$ cat src/rtl/reservation_station.sv
// ---------------------------------------------------------------------------
// reservation_station
//
// Holds renamed micro-ops for one functional-unit class, wakes busy operands
// by snooping four CDBs and issues the oldest fully-ready entry.
//
// Optional feature macro: RS_WAKEUP_BYPASS_EN
//   Defined   : an entry whose last busy operand(s) match a CDB this cycle is
//               issuable in the same cycle, carrying the CDB value.
//   Undefined : wakeup-to-issue takes one cycle (capture, then issue).
//
// Packed layouts (MSB .. LSB):
//   rs_t  : {busy_1, busy_2, rs1_rob[TAG_W], rs2_rob[TAG_W], r1_v[XLEN],
//            r2_v[XLEN], rob_entry[TAG_W], ops[OPS_W], imm[XLEN], pc[XLEN]}
//   cdb_t : {valid, tag[TAG_W], value[XLEN]}
//   rvfi_data : opaque RVFI_W-bit record carried alongside the op
//
// Ports:
//   clk, rst       clock, synchronous active-high reset
//   flush          drop all entries (mispredict)
//   dispatch       write rs_in/rvfi_in into the lowest free entry
//   rs_in, rvfi_in op and rvfi record from rename
//   cdb1..cdb4     result broadcasts; cdb1 has the highest priority
//   fu_ready       functional unit accepts the presented op
//   rs_full        no free entry (registered state only)
//   issue_valid    issue_rs/issue_rvfi hold the oldest ready op
//   issue_rs       op to the functional unit, busy bits clear
//   issue_rvfi     matching rvfi record
//   count          occupied entries
//
// Handshake: an op transfers at a rising edge where issue_valid && fu_ready
// (and no flush). issue_valid never waits on fu_ready. While fu_ready is low
// the presented op may still change if a strictly older entry becomes ready.
// ---------------------------------------------------------------------------
module reservation_station #(
  parameter int DEPTH  = 4,
  parameter int TAG_W  = 4,
  parameter int XLEN   = 32,
  parameter int OPS_W  = 8,
  parameter int RVFI_W = 64,
  localparam int RS_W  = 2 + 3*TAG_W + OPS_W + 4*XLEN,
  localparam int CDB_W = 1 + TAG_W + XLEN,
  localparam int CNT_W = $clog2(DEPTH) + 1
) (
  input  logic              clk,
  input  logic              rst,
  input  logic              flush,
  input  logic              dispatch,
  input  logic [RS_W-1:0]   rs_in,
  input  logic [RVFI_W-1:0] rvfi_in,
  input  logic [CDB_W-1:0]  cdb1,
  input  logic [CDB_W-1:0]  cdb2,
  input  logic [CDB_W-1:0]  cdb3,
  input  logic [CDB_W-1:0]  cdb4,
  input  logic              fu_ready,
  output logic              rs_full,
  output logic              issue_valid,
  output logic [RS_W-1:0]   issue_rs,
  output logic [RVFI_W-1:0] issue_rvfi,
  output logic [CNT_W-1:0]  count
);

  localparam int IDX_W  = $clog2(DEPTH);
  // Field offsets inside the packed rs_t.
  localparam int R2V_LO = 2*XLEN + OPS_W + TAG_W;
  localparam int R1V_LO = R2V_LO + XLEN;
  localparam int RS2_LO = R1V_LO + XLEN;
  localparam int RS1_LO = RS2_LO + TAG_W;
  localparam int B2_BIT = RS1_LO + TAG_W;
  localparam int B1_BIT = B2_BIT + 1;

  // Entry state. r_older[i][j] = 1 means entry j is older than entry i.
  logic [DEPTH-1:0]  r_valid;
  logic [RS_W-1:0]   r_rs    [DEPTH];
  logic [RVFI_W-1:0] r_rvfi  [DEPTH];
  logic [DEPTH-1:0]  r_older [DEPTH];
  logic [CNT_W-1:0]  r_count;

  // CDB fields; index 0 is cdb1.
  logic [3:0]        w_cdb_v;
  logic [TAG_W-1:0]  w_cdb_tag [4];
  logic [XLEN-1:0]   w_cdb_val [4];

  logic [DEPTH-1:0]  w_hit1, w_hit2, w_wake1, w_wake2;
  logic [XLEN-1:0]   w_val1 [DEPTH];
  logic [XLEN-1:0]   w_val2 [DEPTH];
  logic [RS_W-1:0]   w_eff  [DEPTH];
  logic [DEPTH-1:0]  w_ready, w_sel;
  logic [DEPTH-1:0]  w_alloc_oh;
  logic [IDX_W-1:0]  w_alloc_idx;
  logic              w_do_disp, w_do_issue;

  always_comb begin
    w_cdb_v      = {cdb4[CDB_W-1], cdb3[CDB_W-1], cdb2[CDB_W-1], cdb1[CDB_W-1]};
    w_cdb_tag[0] = cdb1[XLEN +: TAG_W];
    w_cdb_tag[1] = cdb2[XLEN +: TAG_W];
    w_cdb_tag[2] = cdb3[XLEN +: TAG_W];
    w_cdb_tag[3] = cdb4[XLEN +: TAG_W];
    w_cdb_val[0] = cdb1[XLEN-1:0];
    w_cdb_val[1] = cdb2[XLEN-1:0];
    w_cdb_val[2] = cdb3[XLEN-1:0];
    w_cdb_val[3] = cdb4[XLEN-1:0];
  end

  // Tag match per entry operand. Scanning cdb4 down to cdb1 lets the
  // lowest-numbered matching bus overwrite the value last, giving it priority.
  always_comb begin
    for (int e = 0; e < DEPTH; e++) begin
      w_hit1[e] = 1'b0;
      w_hit2[e] = 1'b0;
      w_val1[e] = '0;
      w_val2[e] = '0;
      for (int k = 3; k >= 0; k--) begin
        if (w_cdb_v[k] && (w_cdb_tag[k] == r_rs[e][RS1_LO +: TAG_W])) begin
          w_hit1[e] = 1'b1;
          w_val1[e] = w_cdb_val[k];
        end
        if (w_cdb_v[k] && (w_cdb_tag[k] == r_rs[e][RS2_LO +: TAG_W])) begin
          w_hit2[e] = 1'b1;
          w_val2[e] = w_cdb_val[k];
        end
      end
      w_wake1[e] = r_valid[e] && r_rs[e][B1_BIT] && w_hit1[e];
      w_wake2[e] = r_valid[e] && r_rs[e][B2_BIT] && w_hit2[e];
    end
  end

  // Effective payload seen by the issue logic.
  always_comb begin
    for (int e = 0; e < DEPTH; e++) begin
      w_eff[e] = r_rs[e];
`ifdef RS_WAKEUP_BYPASS_EN
      if (w_wake1[e]) begin
        w_eff[e][B1_BIT]            = 1'b0;
        w_eff[e][R1V_LO +: XLEN]    = w_val1[e];
      end
      if (w_wake2[e]) begin
        w_eff[e][B2_BIT]            = 1'b0;
        w_eff[e][R2V_LO +: XLEN]    = w_val2[e];
      end
`endif
      w_ready[e] = r_valid[e] && !w_eff[e][B1_BIT] && !w_eff[e][B2_BIT];
    end
  end

  // Oldest ready: ready and no ready entry is older than it.
  always_comb begin
    for (int e = 0; e < DEPTH; e++) begin
      w_sel[e] = w_ready[e] && ((r_older[e] & w_ready) == '0);
    end
  end

  always_comb begin
    issue_rs   = '0;
    issue_rvfi = '0;
    for (int e = 0; e < DEPTH; e++) begin
      if (w_sel[e]) begin
        issue_rs   = w_eff[e];
        issue_rvfi = r_rvfi[e];
      end
    end
  end

  assign issue_valid = |w_sel;

  // Lowest-index free entry.
  always_comb begin
    w_alloc_oh  = '0;
    w_alloc_idx = '0;
    for (int e = DEPTH-1; e >= 0; e--) begin
      if (!r_valid[e]) begin
        w_alloc_oh  = '0;
        w_alloc_oh[e] = 1'b1;
        w_alloc_idx = IDX_W'(e);
      end
    end
  end

  assign rs_full    = (r_count == CNT_W'(DEPTH));
  assign count      = r_count;
  assign w_do_disp  = dispatch && !rs_full && !flush;
  assign w_do_issue = issue_valid && fu_ready && !flush;

  always_ff @(posedge clk) begin
    if (rst) begin
      r_valid <= '0;
      r_count <= '0;
      for (int e = 0; e < DEPTH; e++) begin
        r_older[e] <= '0;
      end
    end else if (flush) begin
      // Age rows may go stale here; allocation rewrites them before use.
      r_valid <= '0;
      r_count <= '0;
    end else begin
      for (int e = 0; e < DEPTH; e++) begin
        if (w_wake1[e]) begin
          r_rs[e][B1_BIT]         <= 1'b0;
          r_rs[e][R1V_LO +: XLEN] <= w_val1[e];
        end
        if (w_wake2[e]) begin
          r_rs[e][B2_BIT]         <= 1'b0;
          r_rs[e][R2V_LO +: XLEN] <= w_val2[e];
        end
        if (w_do_issue && w_sel[e]) begin
          r_valid[e] <= 1'b0;
        end
        if (w_do_disp && w_alloc_oh[e]) begin
          r_valid[e] <= 1'b1;
          r_rs[e]    <= rs_in;
          r_rvfi[e]  <= rvfi_in;
          r_older[e] <= r_valid;
        end
        // The new entry is older than nobody; clears stale bits from the
        // previous occupant of that slot.
        if (w_do_disp) begin
          r_older[e][w_alloc_idx] <= 1'b0;
        end
      end
      r_count <= r_count + CNT_W'(w_do_disp) - CNT_W'(w_do_issue);
    end
  end

`ifndef SYNTHESIS
  always_ff @(posedge clk) begin
    if (!rst) begin
      assert (!(dispatch && rs_full))
        else $warning("reservation_station: dispatch while full ignored");
      assert (r_count <= CNT_W'(DEPTH))
        else $error("reservation_station: count above DEPTH");
      assert (!(w_do_issue && (r_count == '0)))
        else $error("reservation_station: count underflow");
      assert (r_count == CNT_W'($countones(r_valid)))
        else $error("reservation_station: count disagrees with valid bits");
    end
  end
`endif

endmodule

$ cat config.mk
export PLATFORM = sky130hd
export DESIGN_NAME = reservation_station
export DESIGN_NICKNAME = d
export VERILOG_FILES = /design/src/rtl/reservation_station.sv
export SDC_FILE = /design/constraint.sdc
export NUM_CORES = 2
export LEC_CHECK = 0
export BUFFER_PORTS_ARGS = -buffer_cell sky130_fd_sc_hd__buf_2
export CORE_ASPECT_RATIO = 1.5
export CORE_MARGIN = 5
export CORE_UTILIZATION = 30
export CTS_CLUSTER_SIZE = 40
export DETAILED_ROUTE_END_ITERATION = 12
export HOLD_SLACK_MARGIN = 0.03
export PLACE_DENSITY = 0.49
export SYNTH_ARGS = -nofsm -noshare
export SYNTH_HDL_FRONTEND = slang
export SYNTH_SLANG_ARGS = --single-unit
export TNS_END_PERCENT = 100
$ cat constraint.sdc
create_clock -name clk -period 12 [get_ports clk]
set_input_delay 2.4 -clock clk [delete_from_list [all_inputs] [get_ports clk]]
set_output_delay 2.4 -clock clk [all_outputs]
set_load 0.005 [all_outputs]
======== Yosys cells after proc, flatten, opt, wreduce, memory -nomap -nowiden ========
Memories as Yosys holds them, arrays and structs flattened.
Index checks and enable logic that the tools add are counted.
storage, ports and cells
  output and inout bits ................... 219
  RAM bits ................................ 872
  memories kept ........................... 3
  input port bits ......................... 367
  register bits after elaboration ......... 7
  logic and storage cells ................. 370
memory list
  memory   depth  bits a word  rd ports  clocked after Yosys merged registers in  wr ports  line  text
  r_rs     4      150          4         0                                        4         74    logic [RS_W-1:0] r_rs [DEPTH];
  r_rvfi   4      64           4         0                                        1         75    logic [RVFI_W-1:0] r_rvfi [DEPTH];
  r_older  4      4            4         0                                        4         76    logic [DEPTH-1:0] r_older [DEPTH];
operators by class
  reductions and logical operators ........ 96
  add/sub/neg operators ................... 2
  multiplexer cells ....................... 189
  eq/ne operators ......................... 33
  bitwise operators ....................... 40
  magnitude comparators ................... 2
operator list
  cell                                                                                  count
  32-bit 2-to-1 mux                                                                     40
  150-bit 2-to-1 mux                                                                    4
  64-bit 2-to-1 mux                                                                     7
  64-bit OR reduction                                                                   3
  4-bit == test                                                                         32
  1-bit 2-to-1 mux                                                                      121
  1-bit logical AND                                                                     73
  4-bit 2-to-1 mux                                                                      9
  1-bit bitwise OR                                                                      36
  4-bit AND                                                                             4
  4-bit zero test                                                                       4
  2-bit 2-to-1 mux                                                                      7
  1-bit zero test                                                                       10
  2-bit nonzero test                                                                    4
  4-bit OR reduction                                                                    1
  3-bit by 1-bit adder with 3-bit output                                                1
  3-bit == test (second input constant)                                                 1
  2-bit by 3-bit < comparator with 1-bit output (second input constant)                 1
  3-bit by 1-bit subtractor with 3-bit output                                           1
  1-bit demux with 2-bit select                                                         1
  2-bit by 1-bit greater-or-equal comparator with 1-bit output (second input constant)  1
  2-bit OR reduction                                                                    1

======== Logic depth before layout (Yosys ltp) ========
  depth in word-level cells ............... 13
  mapped depth ............................ 13
  depth with buffers taken out ............ 12

======== Least setup slack after synthesis ========
OpenSTA, ideal clock, no wires.
  path type ............................... input-to-reg
  start ................................... input flush
  end ..................................... memory r_rs[3][100] (netlist bit) (enable)
  path buffers ............................ 2
  setup time .............................. 391 ps
  arrival ................................. 8535 ps
  setup slack ............................. 3073 ps
  stages on the path ...................... 6
  required time ........................... 11609 ps
  cell sequence ........................... clkbuf_1 -> nor3b_1 -> nand4_1 -> inv_2 -> clkbuf_1 -> a41o_1
RTL lines
  item                line  text
  start: declaration  47    input logic flush,
  end: declaration    74

======== Worst setup path in the final report ========
  start ................................... register r_valid[0]
  end ..................................... output issue_rvfi[43]
on the way
  cells in the longest elaborated chain, start to end .. 9
  elaborated cells between the ends (all ways) .. 18
  classes of those cells .................. mux (4); bitwise (4); reduce/logical (10)
RTL lines
  item                               line  text
  start: declaration                 73    logic [DEPTH-1:0] r_valid;
  start signal: assignment           186   r_valid <= '0;
  start signal: assignment           193   r_valid <= '0;
  start signal: indexed assignment   206   r_valid[e] <= 1'b0;
  1-bit logical AND * (2 in series)  142   w_ready[e] = r_valid[e] && !w_eff[e][B1_BIT] && !w_eff[e][B2_BIT];
  4-bit AND                          149   w_sel[e] = w_ready[e] && ((r_older[e] & w_ready) == '0);
  4-bit zero test                    149
  1-bit logical AND                  149
  64-bit 2-to-1 mux (3 in series)    157   if (w_sel[e]) begin
  64-bit 2-to-1 mux *                157
  end: declaration                   59    output logic [RVFI_W-1:0] issue_rvfi,
Mark *: on every way between the ends. The rest lies on a longest branch, timed or not.

==> qor.yml <==
run_status:
  status: "finished, final reports clean"
critical_path:
  start_kind: "register"
  cp_common_cell: "buf_4"
  critPathBufInv: 4
  crit_fanout: 87
  arrival_ns: 5.53
  cp_slowest_cell: "nor2b_4"
  critPathRequiredTime_ns: 9.60
  cp_top_family: "buffers and inverters"
  path_cells: "nor4bb_1, nor4_4, buf_4, nor2b_4, buf_4, buf_4, a221oi_1, nor2_1, buf_2"
  critPathKind: "reg -> out"
  slowest_delay_ns: 0.90
  worst_setup_path_end_kind: "output port"
yosys:
  netlist_instances: 4004
  synth_top_cell_area_share: 0.5873
  synth_area_um2: 44580
  synth_area_per_cell_um2: 11.13
  yosys-top-cells-area: "edfxtp_1 59%, o22ai_1 6.1%, a221oi_1 4.8%"
  yosysWarningCount: 0
  yosysSeqAreaShare: 0.5905
  synth_common_cells: "872 x edfxtp_1, 433 x o22ai_1, 413 x a21oi_1"
  synth_edf_count: 872
  yosysMostFrequentCell: "edfxtp_1"
  synth_top_flop_cell: "edfxtp_1"
  ys_types: 70
  yosys_register_bits: 879
  yosysTopAreaCell: "edfxtp_1"
  async_flop_share: 0
routing:
  wl_per_cell_um: 32.71
  totalWireLength_um: 206300
  first_iter_violations: 4925
  dr.pass1.iters: 6
  drtAntennaViolNets: 0
  via_count: 39165
  drc: 0
  vias_per_cell: 6.210
floorplan:
  die-area_um2: 156600
  io_pins: 586
  start_util: 0.3011
  core_area_um2: 148100
  die_x_um: 324.8
  dieHeight_um: 482.1
  num_rows: 173
cells_and_area:
  final_nets: 4629
  layout-drive-gt1-share: 0.1982
  num-fill-cells: 14873
  area_growth_pct: 16.40
placement:
  gp_congestion: 0.8551
  dp_hpwl_um: 124400
  io_buffers: 583
power:
  peakVddDrop_uv: 138.3
  power.density_nw_per_um2: 133.7
  p_leak_nw: 18.31
grt:
  track_usage: 0.2497
  overflow: 0
  grt_max_degree: 130
  antenna_found_initial: 95
  grt_pass1_wl_um: 287200
  grt_pass1_vias: 37915
sta:
  fmax_ghz: 0.1261
  tightestPinTransition_ns: 1.299
  slew_violations: 0
  fin_tns_setup_ns: 0
  fin_crit_sh: 0.6611
  max_slew_margin: 0.1342
  rsz0062_at_grt: "false"
  min_period_ns: 7.933
  worst_hold_slack_ns: 0.6079
  hold_viol_final: 0
  fin_skew_ns: 0.05011
  setup_violations: 0
clock_tree:
  cts_root_buf: "clkbuf_16"
  cts_tree: "done"
  clock_path_buffers: 3
  path_clk_slew_ns: 0.07
  htreeDepth: 3
  post_cts_buffers: 0
  clkSinkCount: 879
  hold_buffers: 0
  clkLatencyLatePin_ns: 0.74
  cts_buffers: 92
  cts_resized: 0
worst_hold_path:
  hp-class: "reg -> reg"
flow_run:
  drv_cap: 0
[registers in the layout, summed over array words and instances (netlist names)]
signal	cells
count	3
r_rs	600
r_older	16
r_valid	4
r_rvfi	256
[cells in the final DEF (no fill, tap or decap), drive strengths merged, types with 6 or more instances in the layout]
cell type,count
edfxtp,872
buf,666
o22ai,433
a21oi,413
nor2,290
a221oi,243
nand2,171
and3,164
o211ai,158
clkbuf,110
a31oi,94
inv,88
xor2,68
xnor2,62
o221ai,62
nand3,51
diode,47
and2,42
o31ai,36
a21o,35
clkinv,35
o21ai,34
o311ai,33
o21a,32
nor3,18
nor4bb,12
nand4,12
clkinvlp,11
bufinv,10
nor4,10
dfxtp,7
conb,6
[path summary, 6_finish.rpt]
| path | startpoint | slack, ns | end | depth (start not counted) |
|---|---|---|---|---|
| min | count[1] | 0.61 | count[2] | 2 |
| max reg2reg | r_valid[0] | 7.22 | r_rvfi[3][38] | 6 |
| max | r_valid[0] | 4.07 | issue_rvfi[43] | 9 |
| min reg2reg | count[1] | 0.61 | count[2] | 2 |
[power by group]
part | internal [mW] | leakage (nW) | switching [mW]
clock network | 1.66 | 1.46 | 1.33
logic | 0.147 | 8.82 | 0.377
registers | 3.41 | 8.02 | 0.0129
total | 5.22 | 18.3 | 1.72
[cell families after synthesis]
| family | Yosys count | share of synthesized area |
|---|---|---|
| xor gates and xnor gates | 130 | 0.02554 |
| and+or+nand+nor | 797 | 0.08650 |
| other | 1 | 0.00008411 |
| DFF | 879 | 0.5905 |
| AOI/OAI and AO/OA | 1598 | 0.2395 |
| adders and majority gates | 3 | 0.001010 |
| buffers and inverters | 594 | 0.05647 |
| muxes | 2 | 0.0004491 |
[stage by stage]
stage / utilization / setup slack, ns / cells / total power, mW / cell area [um2]
finish: 0.3505 / 4.067 / 6307 / 6.937 / 51890
global route: 0.3499 / 3.801 / 6271 / 7.146 / 51800
CTS: 0.3497 / 4.062 / 6260 / 6.985 / 51780
detailed placement: 0.3287 / 4.890 / 6090 / 4.001 / 48670
global placement: 0.3287 / 4.830 / 6090 / 3.996 / 48670
floorplan: - / 3.073 / 4009 / 3.743 / 44600
[tightest hold or removal path: stages, from the launching register on]
cell,delay (ns)
dfxtp_1,0.36
xnor2_1,0.16
nor3_1,0.04
[routing by layer]
layer	share of wire	track usage
met5	0.0026	0
met4	0.048	0.1094
met3	0.12	0.09077
met1	0.38	0.3098
met2	0.45	0.3935
[area by class of cell]
type | instances | area [um2] | area share
well taps | 1925 | 2409 | 0.04641
flip-flops and latches | 879 | 26330 | 0.5073
repair buffers | 666 | 3566 | 0.06871
clock inverters | 60 | 716.9 | 0.01382
clock buffers | 110 | 2391 | 0.04607
inverters | 84 | 340.3 | 0.006558
multi-input cells | 2536 | 16030 | 0.3089
diodes | 47 | 117.6 | 0.002266
No activity file was read; power rests on OpenSTA's default activity.
